==> src/rtl/seg_scan_driver_if.sv <==
// seg_scan_driver_if -- digit/flag inputs and the multiplexed LED outputs of
// the 8-digit seven-segment scan driver.
//   led1Number..led8Number : digit codes (led1 = rightmost, index 0)
//   point                  : decimal points, active-low, bit i = digit i
//   which_shine            : per-digit blink select
//   is_shine               : global blink enable
//   an                     : anodes, active-low one-hot
//   seg                    : segments {g,f,e,d,c,b,a}, active-low
//   dp                     : decimal point, active-low
// master = display-data producer, slave = scan driver.
interface seg_scan_driver_if;
   logic [3:0] led1Number;
   logic [3:0] led2Number;
   logic [3:0] led3Number;
   logic [3:0] led4Number;
   logic [3:0] led5Number;
   logic [3:0] led6Number;
   logic [3:0] led7Number;
   logic [3:0] led8Number;
   logic [7:0] point;
   logic [7:0] which_shine;
   logic       is_shine;
   logic [7:0] an;
   logic [6:0] seg;
   logic       dp;

   modport master (
      output led1Number, led2Number, led3Number, led4Number,
             led5Number, led6Number, led7Number, led8Number,
             point, which_shine, is_shine,
      input  an, seg, dp
   );

   modport slave (
      input  led1Number, led2Number, led3Number, led4Number,
             led5Number, led6Number, led7Number, led8Number,
             point, which_shine, is_shine,
      output an, seg, dp
   );
endinterface

==> src/rtl/seg_scan_driver.sv <==
// seg_scan_driver -- time-multiplexed 8-digit seven-segment driver with
// per-frame shadow registers, anode dead time and per-digit blinking.
//   clk   : single clock, rising edge
//   reset : asynchronous, active-high
//   bus   : seg_scan_driver_if.slave (digit codes, points, blink controls in;
//           an/seg/dp out, all registered)
// Each digit owns a slot of SCAN_DIV cycles; the first DEAD cycles of a slot
// keep every anode off to avoid ghosting. Inputs are sampled into shadow
// registers only at the very end of a frame so one frame is never torn.
module seg_scan_driver #(
   parameter int SCAN_DIV  = 100000,
   parameter int DEAD      = 16,
   parameter int BLINK_DIV = 50000000
) (
   input  logic           clk,
   input  logic           reset,
   seg_scan_driver_if.slave bus
);

   localparam int CW = (SCAN_DIV  > 1) ? $clog2(SCAN_DIV)  : 1;
   localparam int BW = (BLINK_DIV > 1) ? $clog2(BLINK_DIV) : 1;

   localparam logic [6:0] SEG_BLANK = 7'h7F;

   // scan position
   logic [CW-1:0]     cnt_q;
   logic [2:0]        idx_q;
   // blink phase
   logic [BW-1:0]     bcnt_q;
   logic              blink_on_q;
   // shadow copy of the inputs, held for a whole frame
   logic [7:0][3:0]   dig_q;
   logic [7:0]        point_q;
   logic [7:0]        shine_q;
   logic              is_shine_q;
   // registered outputs
   logic [7:0]        an_q,  an_d;
   logic [6:0]        seg_q, seg_d;
   logic              dp_q,  dp_d;

   logic [7:0][3:0]   dig_in;
   logic              slot_end;
   logic              frame_end;
   logic              bwrap;
   logic              hide;

   assign dig_in = {bus.led8Number, bus.led7Number, bus.led6Number, bus.led5Number,
                    bus.led4Number, bus.led3Number, bus.led2Number, bus.led1Number};

   function automatic logic [6:0] decode(input logic [3:0] code);
      logic [6:0] s;
      case (code)
         4'h0:    s = 7'h40;
         4'h1:    s = 7'h79;
         4'h2:    s = 7'h24;
         4'h3:    s = 7'h30;
         4'h4:    s = 7'h19;
         4'h5:    s = 7'h12;
         4'h6:    s = 7'h02;
         4'h7:    s = 7'h78;
         4'h8:    s = 7'h00;
         4'h9:    s = 7'h10;
         4'hA:    s = 7'h3F;      // dash: only segment g lit
         default: s = SEG_BLANK;
      endcase
      return s;
   endfunction

   always_comb begin
      slot_end  = (cnt_q == CW'(SCAN_DIV - 1));
      frame_end = slot_end && (idx_q == 3'd7);
      bwrap     = (bcnt_q == BW'(BLINK_DIV - 1));
      // blanked half of the blink period for a selected digit
      hide      = is_shine_q && shine_q[idx_q] && !blink_on_q;

      an_d  = 8'hFF;
      seg_d = SEG_BLANK;
      dp_d  = 1'b1;
      if (cnt_q >= CW'(DEAD)) begin
         an_d = ~(8'h01 << idx_q);
         if (!hide) begin
            seg_d = decode(dig_q[idx_q]);
            dp_d  = point_q[idx_q];
         end
      end
   end

   always_ff @(posedge clk or posedge reset) begin
      if (reset) begin
         cnt_q      <= '0;
         idx_q      <= '0;
         bcnt_q     <= '0;
         blink_on_q <= 1'b1;
         dig_q      <= {8{4'hF}};
         point_q    <= 8'hFF;
         shine_q    <= 8'h00;
         is_shine_q <= 1'b0;
         an_q       <= 8'hFF;
         seg_q      <= SEG_BLANK;
         dp_q       <= 1'b1;
      end else begin
         an_q  <= an_d;
         seg_q <= seg_d;
         dp_q  <= dp_d;

         if (slot_end) begin
            cnt_q <= '0;
            idx_q <= idx_q + 3'd1;
         end else begin
            cnt_q <= cnt_q + CW'(1);
         end

         if (frame_end) begin
            dig_q      <= dig_in;
            point_q    <= bus.point;
            shine_q    <= bus.which_shine;
            is_shine_q <= bus.is_shine;
         end

         // blink phase restarts visible whenever blinking is off
         if (is_shine_q) begin
            if (bwrap) begin
               bcnt_q     <= '0;
               blink_on_q <= !blink_on_q;
            end else begin
               bcnt_q <= bcnt_q + BW'(1);
            end
         end else begin
            bcnt_q     <= '0;
            blink_on_q <= 1'b1;
         end
      end
   end

   assign bus.an  = an_q;
   assign bus.seg = seg_q;
   assign bus.dp  = dp_q;

endmodule

==> src/flat_wrapper.sv <==
// flat-port wrapper written by rule: the top's interface ports become plain ports
module seg_scan_driver_flat 
#(
   parameter int SCAN_DIV  = 100000,
   parameter int DEAD      = 16,
   parameter int BLINK_DIV = 50000000
)
  (clk, reset, bus_led1Number, bus_led2Number, bus_led3Number, bus_led4Number, bus_led5Number, bus_led6Number, bus_led7Number, bus_led8Number, bus_point, bus_which_shine, bus_is_shine, bus_an, bus_seg, bus_dp);
  seg_scan_driver_if bus_i ();
  input  logic clk;
  input  logic reset;
  input wire logic [$bits(bus_i.led1Number)-1:0] bus_led1Number;
  input wire logic [$bits(bus_i.led2Number)-1:0] bus_led2Number;
  input wire logic [$bits(bus_i.led3Number)-1:0] bus_led3Number;
  input wire logic [$bits(bus_i.led4Number)-1:0] bus_led4Number;
  input wire logic [$bits(bus_i.led5Number)-1:0] bus_led5Number;
  input wire logic [$bits(bus_i.led6Number)-1:0] bus_led6Number;
  input wire logic [$bits(bus_i.led7Number)-1:0] bus_led7Number;
  input wire logic [$bits(bus_i.led8Number)-1:0] bus_led8Number;
  input wire logic [$bits(bus_i.point)-1:0] bus_point;
  input wire logic [$bits(bus_i.which_shine)-1:0] bus_which_shine;
  input wire logic [$bits(bus_i.is_shine)-1:0] bus_is_shine;
  output wire logic [$bits(bus_i.an)-1:0] bus_an;
  output wire logic [$bits(bus_i.seg)-1:0] bus_seg;
  output wire logic [$bits(bus_i.dp)-1:0] bus_dp;
  assign bus_i.led1Number = bus_led1Number;
  assign bus_i.led2Number = bus_led2Number;
  assign bus_i.led3Number = bus_led3Number;
  assign bus_i.led4Number = bus_led4Number;
  assign bus_i.led5Number = bus_led5Number;
  assign bus_i.led6Number = bus_led6Number;
  assign bus_i.led7Number = bus_led7Number;
  assign bus_i.led8Number = bus_led8Number;
  assign bus_i.point = bus_point;
  assign bus_i.which_shine = bus_which_shine;
  assign bus_i.is_shine = bus_is_shine;
  assign bus_an = bus_i.an;
  assign bus_seg = bus_i.seg;
  assign bus_dp = bus_i.dp;
  seg_scan_driver #(.SCAN_DIV(SCAN_DIV), .DEAD(DEAD), .BLINK_DIV(BLINK_DIV)) u_core (.clk(clk), .reset(reset), .bus(bus_i));
endmodule
==> config.mk <==
export PLATFORM = sky130hd
export DESIGN_NAME = seg_scan_driver_flat
export DESIGN_NICKNAME = d
export VERILOG_FILES = /design/src/rtl/seg_scan_driver_if.sv /design/src/rtl/seg_scan_driver.sv /design/src/flat_wrapper.sv
export SDC_FILE = /design/constraint.sdc
export NUM_CORES = 1
export LEC_CHECK = 0
export BUFFER_PORTS_ARGS = -buffer_cell sky130_fd_sc_hd__buf_2
export CORE_UTILIZATION = 58
export CTS_CLUSTER_SIZE = 30
export DETAILED_ROUTE_END_ITERATION = 10
export PLACE_DENSITY_LB_ADDON = 0.25
export SYNTH_ARGS = -nofsm -noshare
export SYNTH_HDL_FRONTEND = slang
export SYNTH_SLANG_ARGS = --single-unit
==> constraint.sdc <==
create_clock -name clk -period 3.8 [get_ports clk]
set_input_delay 0.38 -clock clk [delete_from_list [all_inputs] [get_ports clk]]
set_output_delay 0.38 -clock clk [all_outputs]
set_load 0.02 [all_outputs]
After elaboration in Yosys (flattened, before gate mapping)
Memories as Yosys holds them, arrays and structs flattened.
Cells that the tools add are included.
W data, S select, Z words.
{ "classes": {"addsub": 3, "mul": 0, "n_div": 0, "magnitude_cmp": 2, "eq_ne": 4, "shift": 1, "mux": 16, "bitwise_logic": 1, "reduce_logical": 4} }
{ "op_table": {"columns": ["cell", "count"], "rows": [
  ["$mux W26", 2],
  ["$add A26 B1 Y26 const B", 1],
  ["$eq A26 B26 Y1 const B", 1],
  ["$add A17 B1 Y17 const B", 1],
  ["$eq A17 B17 Y1 const B", 1],
  ["$ge A17 B5 Y1 const B", 1],
  ["$mux W17", 1],
  ["$mux W7", 2],
  ["$bmux W4 S3", 1],
  ["$mux W8", 1],
  ["$not A8 Y8", 1],
  ["$shl A1 B3 Y8 const A", 1],
  ["$bmux W1 S3", 2],
  ["$mux W1", 6],
  ["$lt A3 B4 Y1 const B", 1],
  ["$mux W4", 1],
  ["$add A3 B1 Y3 const B", 1],
  ["$eq A3 B3 Y1 const B", 1],
  ["$logic_and A1 B1 Y1", 3],
  ["$ne A2 B2 Y1 const B", 1],
  ["$logic_not A1 Y1", 1]
]} }
{ "totals": {"regBits": 112, "latch_bits": 0, "ramBits": 0, "rom_bits": 112, "output_inout_bits": 16, "elab_cells": 50, "mem_count": 1} }
{ "mem_list": {"columns": ["name", "depth", "word_bits", "rd", "rd_ports_with_merged_regs", "wr", "line_no", "rtl"], "rows": [
  ["(no name shown)", 16, 7, 1, 0, 0, "seg_scan_driver.sv:52", "case (code)"]
]} }

Longest topological paths before layout
{ "depth": {"word_depth": 6, "depth_mapped": 10, "ltp_nobuf": 8} }

Worst setup path before layout
Ideal clock, no wire load.
{ "synth_timing": {"path_kind": "reg-to-reg", "from": "register u_core.idx_q[2]", "to": "register u_core.seg_q[5] (netlist: u_core.bus.seg[5])", "arrival_ps": 2089, "setup_slack_ps": 1619, "stages_incl_launch_ff": 11, "synth_period_minus_slack_ps": 2181, "cell_sequence": "dfrtp_1 > clkbuf_1 > clkbuf_1 > mux4_2 > mux2i_1 > inv_1 > ha_1 > inv_1 > o41ai_1 > nor4_1 > a31oi_1"} }
{ "synth_via": {"elab_chain_cells": 6} }
{ "synth_lines": {"columns": ["item", "line_no", "rtl"], "rows": [
  ["start, declared", "seg_scan_driver.sv:27", "logic [2:0] idx_q;"],
  ["start signal, assigned", "seg_scan_driver.sv:108", "idx_q <= idx_q + 3'd1;"],
  ["parallel branches: the longest is 4 deep, another holds $mem_v2 Z16 W7", null, null],
  ["$mux W7 *", "seg_scan_driver.sv:81", "if (!hide) begin"],
  ["$mux W7 *", "seg_scan_driver.sv:79", "if (cnt_q >= CW'(DEAD)) begin"],
  ["via u_core.seg_d[5]", "seg_scan_driver.sv:38", "logic [6:0] seg_q, seg_d;"],
  ["end signal, assigned", "seg_scan_driver.sv:103", "seg_q <= seg_d;"],
  ["end, declared", "seg_scan_driver.sv:38", null]
]} }
Mark *: on every way through the listed nets, which the timed path passes. The select of a mux whose other input is x is not followed.
A chain may end at the register's enable or synchronous reset.

Worst setup path in the final report
{ "layout_timing": {"from": "register u_core.cnt_q[6]", "to": "register u_core.shine_q[4]"} }
{ "layout_via": {"elab_chain_cells": 2} }
{ "layout_lines": {"columns": ["item", "line_no", "rtl"], "rows": [
  ["start, declared", "seg_scan_driver.sv:26", "logic [CW-1:0] cnt_q;"],
  ["start signal, assigned", "seg_scan_driver.sv:110", "cnt_q <= cnt_q + CW'(1);"],
  ["$eq A17 B17 Y1", "seg_scan_driver.sv:70", "slot_end = (cnt_q == CW'(SCAN_DIV - 1));"],
  ["$logic_and A1 B1 Y1", "seg_scan_driver.sv:71", "frame_end = slot_end && (idx_q == 3'd7);"],
  ["end signal, assigned", "seg_scan_driver.sv:116", "shine_q <= bus.which_shine;"],
  ["end, declared", "seg_scan_driver.sv:34", "logic [7:0] shine_q;"]
]} }
No other way between the ends.

==> flow_summary.json <==
{
  "status": "finished clean",
  "area_growth_pct": 11.48,
  "startpoint": "u_core.cnt_q[6]",
  "drv_cap": 0,
  "rsz0062_at_grt": "false",
  "yosys.cell_types.count": 43,
  "pwr_density_cell_nw_per_um2": 349.7,
  "crit_type": "reg -> reg",
  "required_ns": 4.06,
  "cts_resized": 0,
  "crit_path_cell_trace": "or4_4 > nor4_4 > nand3_2 > buf_4 > mux2_2",
  "drive_above_1_share_pct": 43.63,
  "p_switching_mw": 0.5001,
  "start_util_pct": 60.87,
  "period_needed_ns": 2.805,
  "core_area_sq_um": 8848,
  "port_buffers": 66,
  "die_h_um": 98.37,
  "path_clk_slew_ns": 0.10,
  "netlist.area_leader.share_pct": 27.80,
  "switching_share_pct": 23.82,
  "worstPathMaxFanout": 24,
  "rr_startpoint": "u_core.cnt_q[6]",
  "drtAntennaViolNets": 0,
  "rows": 34,
  "wl_um": 9894,
  "endpoint_kind": "register",
  "async_reset_ff_share_pct": 100.0,
  "avgViaCountPerCell": 5.731,
  "grt_overflow_total": 0,
  "hold_viol_final": 0,
  "track_usage_pct": 22.30,
  "endpoint": "u_core.shine_q[4]",
  "synth-seq-cells": 112,
  "cts_setup_buffers": 0,
  "start_kind": "register",
  "synthCells": 430,
  "clk_latency_ns": 0.38,
  "nets": 562,
  "yosys.area.top_type": "dfstp_2",
  "synth.avg_cell_area_sq_um": 12.53,
  "internal_power_mw": 1.600,
  "drcViolationCount": 0,
  "antenna_found_initial": 0,
  "p_total_mw": 2.100,
  "cts_buffers": 9,
  "path_depth": 5,
  "slowest_delay_ns": 0.59,
  "grt_pass1_vias": 3523,
  "grt_pass1_wl_um": 16950,
  "cp_data_arrival_time_ns": 3.07,
  "gp_congestion": 0.8252,
  "synth-edff-count": 0,
  "cp.buffers_inverters": 1,
  "setup_tns_ns": 0,
  "worst_path_max_delay_cell": "nand3_2",
  "pwr-share-seq_pct": 60.5,
  "yosysSeqAreaShare_pct": 53.36,
  "dr.pass1.iters": 7,
  "ir_worst_vdd_v": 0.0001846,
  "leakage_nw": 2.559,
  "stdcell_area_sq_um": 6005,
  "setup_viol": 0,
  "yosys_warnings": 0,
  "skew_ns": 0.009919,
  "cts_buffer_depth": 2,
  "cts_hold_buf": 0,
  "pwr-share-clk_pct": 32.8,
  "initialDrtViolationCount": 158,
  "r2r_cells": 5,
  "yosys-top-cells-area": "dfstp_2 (28%), dfrtp_1 (26%), mux2_2 (9.0%), mux4_2 (5.0%), ha_1 (3.3%)",
  "vias": 3496,
  "worst_pin_slew_ns": 0.9371,
  "fmax_mhz": 356.5,
  "avgRoutedWirePerCell_um": 16.22,
  "clkSinkCount": 112,
  "place_area_sq_um": 5814,
  "synth_nets": 495,
  "htreeDepth": 3,
  "r2r_setup_slack_ns": 0.99,
  "tritoncts": "done",
  "hpwlAfterDp_um": 7005,
  "min_period_over_period_pct": 73.82,
  "final_max_slew_viol_count": 0,
  "p_comb_share_pct": 6.8,
  "cpLargestDelayFamily": "simple AND/OR/NAND/NOR gates",
  "die_w_um": 98.37,
  "dieArea_sq_um": 9677,
  "netlist_area_sq_um": 5386,
  "reg2reg_to": "u_core.shine_q[4]",
  "grt_max_degree": 82,
  "whs_ns": 0.2256,
  "slew-limit-headroom_pct": 37.52,
  "root_buffer": "clkbuf_8",
  "n_antenna_cell": 0,
  "hp-class": "in -> async",
  "synthFlopType": "dfstp_2",
  "pin_count": 67
}
## power by group through the flow
stage	registers (mW)	clock network (mW)	logic, mW
6_report	1.27	0.688	0.142
3_3_place_gp	1.29	0	0.140
3_5_place_dp	1.29	0	0.145
5_1_grt	1.27	0.746	0.159
2_1_floorplan	1.29	0	0.0818
4_1_cts	1.27	0.699	0.145
## how the worst min path moves through the flow
stage / cells after the start / slack, ns / end
2_1_floorplan: 1 / 0.45 / u_core.blink_on_q
3_3_place_gp: 1 / 0.48 / u_core.cnt_q[12]
3_5_place_dp: 1 / 0.49 / u_core.cnt_q[12]
4_1_cts: 2 / 0.22 / u_core.dig_q[10]
5_1_grt: 2 / 0.21 / u_core.dig_q[2]
6_report: 2 / 0.23 / u_core.cnt_q[1]
## cell usage after synthesis, types with 3 or more instances
| master | count |
|---|---|
| clkbuf_1 | 6 |
| buf_2 | 6 |
| nand4_1 | 6 |
| a22oi_1 | 4 |
| o31ai_1 | 9 |
| or4_1 | 11 |
| a21oi_1 | 16 |
| nand2_1 | 22 |
| and3_1 | 3 |
| xor2_1 | 12 |
| nor3_1 | 5 |
| and4_1 | 4 |
| nor4_1 | 4 |
| mux4_2 | 12 |
| dfstp_2 | 57 |
| and2_1 | 3 |
| buf_6 | 3 |
| inv_1 | 14 |
| ha_1 | 14 |
| dfrtp_1 | 55 |
| mux2_4 | 10 |
| mux2_2 | 43 |
| nor3b_1 | 4 |
| nand3_1 | 23 |
| xnor2_1 | 15 |
| or3_1 | 9 |
| nor2_1 | 28 |
| mux2i_1 | 4 |
| o21ai_0 | 10 |
## state kept, by name (all words and copies together) (netlist names), 3 cells and up
register	flops
u_core.bus.an	8
u_core.dig_q	32
u_core.shine_q	8
u_core.bus.seg	7
u_core.cnt_q	17
u_core.point_q	8
u_core.idx_q	3
u_core.bcnt_q	26
## cell families (layout without fill, tap and decap cells)
family	Yosys count	after routing	synth area share [%]
AND/OR/NAND/NOR	135	135	14.08
flip-flops	112	112	53.36
multiplexers	69	69	17.54
AO/OA/AOI/OAI	42	42	4.669
buffers and inverters	31	103	2.718
XOR/XNOR	27	27	4.390
adder cells (fa/ha/maj)	14	14	3.252
## worst reg2reg max path: stages (launching register included)
cell and delay, ns:
dfrtp_1 0.46, or4_4 0.54, nor4_4 0.34, nand3_2 0.59
buf_4 0.48, mux2_2 0.30
## metrics by stage
stage                     worst slack (ns)  cells  util (%)
after floorplan                     0.5553    430         -
after global placement               1.069    594     65.71
after detailed placement             1.021    594     65.71
after CTS                            1.001    610     67.86
after global routing                0.8724    610     67.86
final                               0.9950    610     67.86
## area by class of cell
| type | instances | area [sq um] |
|---|---|---|
| inverter | 15 | 58.81 |
| tap | 108 | 135.1 |
| fill | 673 | 2844 |
| clock buffer | 10 | 148.9 |
| clock inverter | 6 | 41.29 |
| sequential | 112 | 2874 |
| multi-input combinational | 287 | 2371 |
| timing repair buffer | 72 | 375.4 |
## routing by layer
layer	wire (um)	track usage, %	part of all wire (%)	up-vias
li1	-	-	-	1675
met1	4553	30.02	46	1738
met2	4816	36.62	49	70
met3	386	5.011	3.9	13
met4	138	6.429	1.4	0
met5	0	0	0	-
## placed cells by master (no fill, tap or decap), types with 11 or more instances in the layout
master   Yosys  final
nand3_1     23     23
mux2_2      43     43
dfstp_2     57     57
xnor2_1     15     15
a21oi_1     16     16
xor2_1      12     12
ha_1        14     14
dfrtp_1     55     55
nand2_1     22     22
inv_1       14     13
buf_2        6     66
mux4_2      12     12
nor2_1      28     28
or4_1       11     11
Power figures use the tool's default switching activity.
